--- src/rtl/mcm_poll_ctrl.sv ---
// rtl/mcm_poll_ctrl.sv - round-robin poll controller for four MCM receivers
module mcm_poll_ctrl #(
    parameter int RQ_LEN  = 4,
    parameter int TIMEOUT = 4095
) (
    input  logic       clk,
    input  logic       reset,
    input  logic       iTick,
    input  logic [3:0] iEnMask,
    input  logic [3:0] iDone,
    output logic [3:0] oRQ,
    output logic [1:0] oSel,
    output logic       oBusy,
    output logic       oFrameDone,
    output logic [3:0] oTimeoutMask,
    output logic [7:0] oErrCnt,
    output logic       oOverrun
);

    typedef enum logic [2:0] {
        S_IDLE = 3'd0,
        S_REQ  = 3'd1,
        S_WAIT = 3'd2,
        S_NEXT = 3'd3,
        S_DONE = 3'd4
    } state_e;

    localparam logic [3:0]  RQ_LAST  = 4'(RQ_LEN - 1);
    localparam logic [15:0] TMO_LAST = 16'(TIMEOUT - 1);

    state_e      state_q, state_d;
    logic [1:0]  sel_q, sel_d;
    logic [3:0]  mask_q, mask_d;
    logic [15:0] timer_q, timer_d;
    logic [3:0]  rq_cnt_q, rq_cnt_d;
    logic [3:0]  tmask_q, tmask_d;
    logic [7:0]  err_q, err_d;
    logic        overrun_q, overrun_d;

    // Returns {found, index} of the lowest set bit of m at or above start.
    function automatic logic [2:0] first_from(input logic [3:0] m, input logic [2:0] start);
        logic [2:0] res;
        res = 3'b000;
        for (int i = 0; i < 4; i++) begin
            if (!res[2] && m[i] && (3'(i) >= start)) begin
                res = {1'b1, 2'(i)};
            end
        end
        return res;
    endfunction

    logic [2:0] first_en;
    logic [2:0] next_en;
    logic       done_sel;
    logic       tmo_hit;

    always_comb begin
        first_en = first_from(iEnMask, 3'd0);
        next_en  = first_from(mask_q, {1'b0, sel_q} + 3'd1);
        done_sel = iDone[sel_q];
        tmo_hit  = (timer_q == TMO_LAST);
    end

    always_ff @(posedge clk or negedge reset) begin
        if (!reset) begin
            state_q   <= S_IDLE;
            sel_q     <= 2'd0;
            mask_q    <= 4'd0;
            timer_q   <= 16'd0;
            rq_cnt_q  <= 4'd0;
            tmask_q   <= 4'd0;
            err_q     <= 8'd0;
            overrun_q <= 1'b0;
        end else begin
            state_q   <= state_d;
            sel_q     <= sel_d;
            mask_q    <= mask_d;
            timer_q   <= timer_d;
            rq_cnt_q  <= rq_cnt_d;
            tmask_q   <= tmask_d;
            err_q     <= err_d;
            overrun_q <= overrun_d;
        end
    end

    always_comb begin
        state_d = state_q;
        case (state_q)
            S_IDLE: if (iTick) state_d = (iEnMask == 4'd0) ? S_DONE : S_REQ;
            S_REQ:  if (rq_cnt_q == RQ_LAST) state_d = S_WAIT;
            S_WAIT: if (done_sel || tmo_hit) state_d = S_NEXT;
            S_NEXT: state_d = next_en[2] ? S_REQ : S_DONE;
            S_DONE: state_d = S_IDLE;
            default: state_d = S_IDLE;
        endcase
    end

    always_comb begin
        sel_d     = sel_q;
        mask_d    = mask_q;
        timer_d   = timer_q;
        rq_cnt_d  = rq_cnt_q;
        tmask_d   = tmask_q;
        err_d     = err_q;
        overrun_d = iTick && (state_q != S_IDLE);
        case (state_q)
            S_IDLE: begin
                if (iTick) begin
                    mask_d   = iEnMask;
                    tmask_d  = 4'd0;
                    rq_cnt_d = 4'd0;
                    if (first_en[2]) sel_d = first_en[1:0];
                end
            end
            S_REQ: begin
                if (rq_cnt_q == RQ_LAST) begin
                    rq_cnt_d = 4'd0;
                    timer_d  = 16'd0;
                end else begin
                    rq_cnt_d = rq_cnt_q + 4'd1;
                end
            end
            S_WAIT: begin
                // Timer parks at its last value so it can never wrap.
                if (!tmo_hit) timer_d = timer_q + 16'd1;
                if (!done_sel && tmo_hit) begin
                    tmask_d[sel_q] = 1'b1;
                    if (err_q != 8'hFF) err_d = err_q + 8'd1;
                end
            end
            S_NEXT: begin
                rq_cnt_d = 4'd0;
                if (next_en[2]) sel_d = next_en[1:0];
            end
            default: ;
        endcase
    end

    // Request is decoded from state so an async reset drops it at once.
    always_comb begin
        oRQ          = (state_q == S_REQ) ? (4'b0001 << sel_q) : 4'b0000;
        oSel         = sel_q;
        oBusy        = (state_q != S_IDLE);
        oFrameDone   = (state_q == S_DONE);
        oTimeoutMask = tmask_q;
        oErrCnt      = err_q;
        oOverrun     = overrun_q;
    end

endmodule

--- config.mk ---
export PLATFORM = sky130hd
export DESIGN_NAME = mcm_poll_ctrl
export DESIGN_NICKNAME = d
export VERILOG_FILES = /design/src/rtl/mcm_poll_ctrl.sv
export SDC_FILE = /design/constraint.sdc
export NUM_CORES = 1
export LEC_CHECK = 0
export CAP_MARGIN = 15
export CORE_ASPECT_RATIO = 1.2
export CORE_UTILIZATION = 30
export CTS_CLUSTER_DIAMETER = 150
export DETAILED_ROUTE_END_ITERATION = 12
export SLEW_MARGIN = 20
export SYNTH_ARGS = -nofsm -noshare
export SYNTH_HDL_FRONTEND = slang
export SYNTH_SLANG_ARGS = --single-unit
--- constraint.sdc ---
create_clock -name clk -period 5.9 [get_ports clk]
set_clock_uncertainty 0.15 [all_clocks]
set_input_delay 0.59 -clock clk [delete_from_list [all_inputs] [get_ports clk]]
set_output_delay 0.59 -clock clk [all_outputs]
set_load 0.01 [all_outputs]
==> summary.md, run 1 <==
| Metric | Value |
|---|---|
| Status | `finished, final reports clean` |
| Hold crit path type | `in2async` |
| Mapped Nets | `257` |
| Area after DPL | `2630 um2` |
| Mapped Cells | `242` |
| Share of layout cells above drive strength 1 | `0.0764` |
| Ports | `32` |
| Clock-pin slew on the worst setup and hold paths | `0.08 ns` |
| Max-slew violations | `0` |
| Total number of vias | `1911` |
| Most frequent cells in the layout | `dfrtp_1, clkdlybuf4s50_1, nand2_1, nor2_1, o21ai_0` |
| Remaining global-route overflow | `0` |
| Syn avg cell area | `9.23 um2` |
| Max Fclk | `0.381 GHz` |
| Post-CTS Repair Setup Buffers | `0` |
| Die Width | `80.8 um` |
| Netlist cell types | `47` |
| Clock buffer depth | `2` |
| Pleak | `1.11 nW` |
| Final setup margin | `3.28 ns` |
| Most common cell after layout, fill and taps aside | `dfrtp_1` |
| Final core utilization | `0.377` |
| Fillers | `744` |
| Worst-Skew Late Latency | `0.30 ns` |
| First-pass DRT Iterations | `4` |
| Register area | `1030 um2` |
| Largest net degree at the start of global routing | `42` |
| Total wire length | `4850 um` |
| Setup violators final | `0` |
| RSZ-0062 raised after global routing | `no` |
| Ys async rst share | `1.00` |
| R2r worst-path depth | `5` |
| All-Layer GR Usage | `0.136` |
| Total power | `0.886 mW` |
| First-pass GRT wire length | `8270 um` |
| Multi-input logic area | `1140 um2` |
| Data required, critical path | `5.16 ns` |
| Starting Density | `0.309` |
| Power per standard cell area | `325 nW/um2` |
| Max cap viols | `0` |
| H-Tree Depth | `2` |
| # diodes | `0` |
| Worst EP arrival | `1.88 ns` |
| Core area | `7230 um2` |
| Non-Filler Instances | `365` |
| Worst R2R End | `oErrCnt[6]` |
| Slew @ Worst Pin | `0.914 ns` |
| Clock period minus worst slack | `2.62 ns` |
| Via density | `5.24` |
| Crit path max fanout | `6` |
| Setup TNS | `0 ns` |
| Worst hold slack | `0.268 ns` |
| Dpl cells | `357` |
| Post-route ant nets | `0` |
| Post_cts resized | `0` |
| Placement Setup Slack | `3.18 ns` |
| Synthesized flop and latch total | `41` |
| Gpl congestion | `0.789` |
| Reg2reg start | `state_q[1]` |
| Die height | `96.5 um` |
| Mapped cell area | `2230 um2` |
| Worst setup EP type | `primary output` |
| Max_slew headroom | `0.391` |
| Die Area | `7800 um2` |
| IO buf count | `31` |
| TritonCTS Sinks | `41` |
| Seq/Total Area, Yosys | `0.459` |
| Main flop type after synthesis | `dfrtp_1` |
| Hold bufs inserted after CTS | `0` |
| CTS Buf Count | `5` |
| TritonCTS clock tree | `built` |
| Critical Setup Path Class | `reg2out` |
| Yosys warnings | `0` |
| Area Growth Syn to Fin | `22.1%` |
| Final Cell Area | `2730 um2` |
| DR iter-0 viols | `107` |
| Vias in the first global route | `1876` |
| Nets | `289` |
| Final hold violation count | `0` |
| Initial antenna violation count | `0` |
| DRC errors left | `0` |
| Worst setup SP type | `register` |
| CTS root buf | `clkbuf_8` |
| Reg2Reg Setup Slack | `3.42 ns` |
| Final Cycle Share | `0.444` |
| Mean routed wirelength per cell | `13.3 um` |
| Row Count | `34` |
| EDFF count, synth | `0` |
| Peak supply drop | `0.156 mV` |
| DP HPWL | `3630 um` |
==> per-layer routing <==
layer  track usage  vias up  routed length [um]
met5             0        -                   0
met3        0.0216        7                 157
met4        0.0491        0                  87
met2         0.250       32                2430
li1              -      939                   -
met1         0.158      933                2180
==> how the worst max path moves through the flow <==
stage                     from         end
detailed placement    iDone[0]  oErrCnt[6]
global placement      iDone[0]  oErrCnt[6]
global route        state_q[0]      oRQ[0]
floorplan              oSel[0]  oErrCnt[6]
finish              state_q[2]      oRQ[0]
CTS                 state_q[2]      oRQ[0]
==> worst max-delay path, cell delays in order, from the launching register on <==
cell	delay, ns
dfrtp_1	0.42
inv_1	0.16
nand3_1	0.25
nor3_1	0.21
clkdlybuf4s50_1	0.56
==> report_power, final <==
| group | total, mW | switching (mW) | internal [mW] |
|---|---|---|---|
| registers | 0.382 | 0.0619 | 0.320 |
| logic | 0.298 | 0.169 | 0.129 |
| clock network | 0.206 | 0.101 | 0.106 |
| total | 0.886 | 0.332 | 0.554 |
==> state kept, by name (all words and copies together), names as in the netlist <==
register,cells
oTimeoutMask,4
rq_cnt_q,4
timer_q,16
oErrCnt,8
oOverrun,1
mask_q,3
state_q,3
oSel,2
==> kinds of logic after synthesis <==
group           after synthesis  synth area share
compound gates               47             0.130
simple gates                116             0.278
mux                           6            0.0347
flops                        41             0.459
fa+ha+maj                     4            0.0224
xor+xnor                     12            0.0471
buf+inv                      16            0.0286
==> cell usage after synthesis, drive strengths merged (2+ instances only) <==
library cell / n / area, um2
nor2: 28 / 105
nand2: 29 / 109
nand4: 7 / 43.8
ha: 4 / 50.1
o21ai: 16 / 80.1
nand3: 11 / 55.1
and2: 2 / 12.5
xor2: 3 / 26.3
nor3: 7 / 40.0
clkbuf: 3 / 11.3
a21oi: 10 / 50.1
xnor2: 9 / 78.8
o31ai: 5 / 37.5
nor4: 5 / 46.3
inv: 10 / 37.5
or3: 4 / 30.0
and3: 5 / 31.3
buf: 3 / 15.0
nor3b: 3 / 32.5
a31oi: 3 / 18.8
nor2b: 3 / 18.8
nand2b: 2 / 12.5
dfrtp: 41 / 1030
o21a: 3 / 22.5
o211ai: 4 / 30.0
or4: 4 / 30.0
and4: 2 / 17.5
mux2: 4 / 45.0
==> cell type report <==
cell class	instances	share of cell area
repair buffers	31	0.112
clock inverters	1	0.00184
inverters	10	0.0138
clock buffers	7	0.0353
flip-flops and latches	41	0.376
multi-input cells	185	0.419
well taps	90	0.0413
No activity file was read; power rests on OpenSTA's default activity.
==> inputs of run 2 (changes only) <==
Clock period 5.9 ns to 2.3 ns, I/O delays scaled along.
==> summary.md, run 2 (synthesized netlist as in run 1, its figures left out) <==
| Metric | Value |
|---|---|
| Max cap viols | `0` |
| Reg2reg start | `timer_q[0]` |
| Final hold violation count | `0` |
| Clock-pin slew on the worst setup and hold paths | `0.08 ns` |
| Ports | `32` |
| CP startpoint | `timer_q[0]` |
| Final Cell Area | `2940 um2` |
| TritonCTS Sinks | `41` |
| Max incr delay on CP | `0.42 ns` |
| R2r worst-path depth | `7` |
| Bufs and invs on worst path | `1` |
| H-Tree Depth | `2` |
| Pleak | `1.26 nW` |
| Slowest cell on crit path | `or3_4` |
| First-pass GRT wire length | `8410 um` |
| Comb power frac | `0.426` |
| Critical Setup Path Class | `reg2reg` |
| Reg with most FFs | `timer_q` |
| Largest net degree at the start of global routing | `17` |
| Max_slew headroom | `0.667` |
| Setup violators final | `0` |
| Starting Density | `0.309` |
| RSZ-0062 raised after global routing | `no` |
| Area Growth Syn to Fin | `31.7%` |
| Peak supply drop | `0.430 mV` |
| Max-slew violations | `0` |
| First-pass DRT Iterations | `4` |
| Mean routed wirelength per cell | `13.2 um` |
| Max Fclk | `0.455 GHz` |
| Fillers | `731` |
| Hold crit path type | `in2async` |
| CTS Buf Count | `5` |
| Final Cycle Share | `0.955` |
| Reg2Reg Setup Slack | `0.10 ns` |
| Die Area | `7800 um2` |
| Most frequent cells in the layout | `dfrtp_1, nand2_1, clkdlybuf4s50_1, nor2_1, buf_4` |
| Sequential share of power | `0.381` |
| Clock buffer depth | `2` |
| Core area | `7230 um2` |
| Worst-Skew Late Latency | `0.29 ns` |
| Max reg flops | `16` |
| Setup TNS | `0 ns` |
| All-Layer GR Usage | `0.143` |
| Initial antenna violation count | `0` |
| Data required, critical path | `2.33 ns` |
| IO buf count | `31` |
| Worst R2R End | `oErrCnt[6]` |
| Remaining global-route overflow | `0` |
| Net Sw Frac | `0.370` |
| Total number of vias | `1978` |
| Status | `finished, final reports clean` |
| Vias in the first global route | `1854` |
| Die height | `96.5 um` |
| Worst setup SP type | `register` |
| Power per standard cell area | `807 nW/um2` |
| Clk pwr share | `0.192` |
| Crit path capture | `oErrCnt[6]` |
| Critical Path Stages | `7` |
| Via density | `5.05` |
| Switch Pwr | `0.879 mW` |
| Cell Chain, Critical Path | `inv_1 -> ha_1 -> and4bb_2 -> nand3_2 -> or3_4 -> nor3_2 -> mux2_1` |
| Row Count | `34` |
| DR iter-0 viols | `77` |
| Int Power | `1.49 mW` |
| CP top delay family | `simple AND/OR/NAND/NOR gates` |
| Post-route ant nets | `0` |
| # diodes | `0` |
| Most common cell after layout, fill and taps aside | `dfrtp_1` |
| Slew @ Worst Pin | `0.486 ns` |
| DP HPWL | `3970 um` |
| Worst EP arrival | `2.23 ns` |
| TritonCTS clock tree | `built` |
| Gpl congestion | `0.810` |
| CTS root buf | `clkbuf_8` |
| Nets | `316` |
| Die Width | `80.8 um` |
| Total wire length | `5180 um` |
| DRC errors left | `0` |
| Worst hold slack | `0.208 ns` |
| Clock period minus worst slack | `2.20 ns` |
| Area after DPL | `2820 um2` |
| Worst setup EP type | `register` |
| Share of layout cells above drive strength 1 | `0.169` |
| Crit path max fanout | `3` |
==> run 2: cell count changes in the layout (fill, tap and decap cells not counted), sizes merged <==
cell	previous run	this run
clkbuf	7	6
dlymetal6s2s	0	1
clkinv	1	2
buf	1	27
dlygate4sd3	0	1
clkdlybuf4s50	30	29
==> run 2: worst register-to-register path, delay by kind of cell, from the launching register on <==
| kind | cells | cell delay (ns) |
|---|---|---|
| AND/OR/NAND/NOR | 4 | 0.99 |
| flip-flops | 1 | 0.39 |
| multiplexers | 1 | 0.35 |
| adder cells (fa/ha/maj) | 1 | 0.15 |
| buffers and inverters | 1 | 0.06 |
==> run 2: repair_timing <==
item	CTS	global route
hold buffers	1	0
resized for setup	1	5
pin swaps	0	0
setup endpoints to repair	1	4
setup buffers	0	0
endpoints found under the hold margin	13	0
==> run 2: cell type report <==
cell class / count / area (um2) / area share
tap: 90 / 113 / 0.0383
multi-input combinational: 185 / 1170 / 0.397
clock buffer: 6 / 72.6 / 0.0247
timing repair buffer: 58 / 513 / 0.174
sequential: 41 / 1030 / 0.349
inverter: 10 / 37.5 / 0.0128
clock inverter: 2 / 10.0 / 0.00340
==> run 2: layer usage <==
layer  vias to the layer above  wire length [um]  global-route usage  part of all wire
li1                        990                 -                   -                 -
met4                         0               132              0.0714             0.025
met1                       929              2280               0.165              0.44
met2                        46              2580               0.254              0.50
met3                        13               195              0.0216             0.038
met5                         -                 0                   0                 0
==> run 2: worst min path at each step <==
| stage | end | start | cells past startpoint |
|---|---|---|---|
| floorplan | mask_q[1] | reset | 0 |
| detailed placement | oErrCnt[3] | reset | 1 |
| finish | oErrCnt[3] | reset | 2 |
| global route | oErrCnt[2] | reset | 2 |
| global placement | oErrCnt[3] | reset | 1 |
| CTS | oErrCnt[3] | reset | 2 |
==> run 2: stage by stage <==
step / setup slack [ns] / cells / utilization / total power, mW
finish: 0.103 / 392 / 0.407 / 2.37
global route: 0.0142 / 392 / 0.407 / 2.56
CTS: 0.0368 / 392 / 0.403 / 2.40
detailed placement: -0.0612 / 383 / 0.390 / 1.91
global placement: 0.00144 / 383 / 0.390 / 1.89
floorplan: 0.0411 / 242 / - / 1.46
==> run 2: power by group through the flow <==
stage	logic (mW)	registers, mW	clock network [mW]
4_1_cts	1.01	0.903	0.482
5_1_grt	1.13	0.917	0.515
3_5_place_dp	0.998	0.917	0
2_1_floorplan	0.553	0.910	0
3_3_place_gp	0.984	0.911	0
6_report	1.01	0.905	0.457
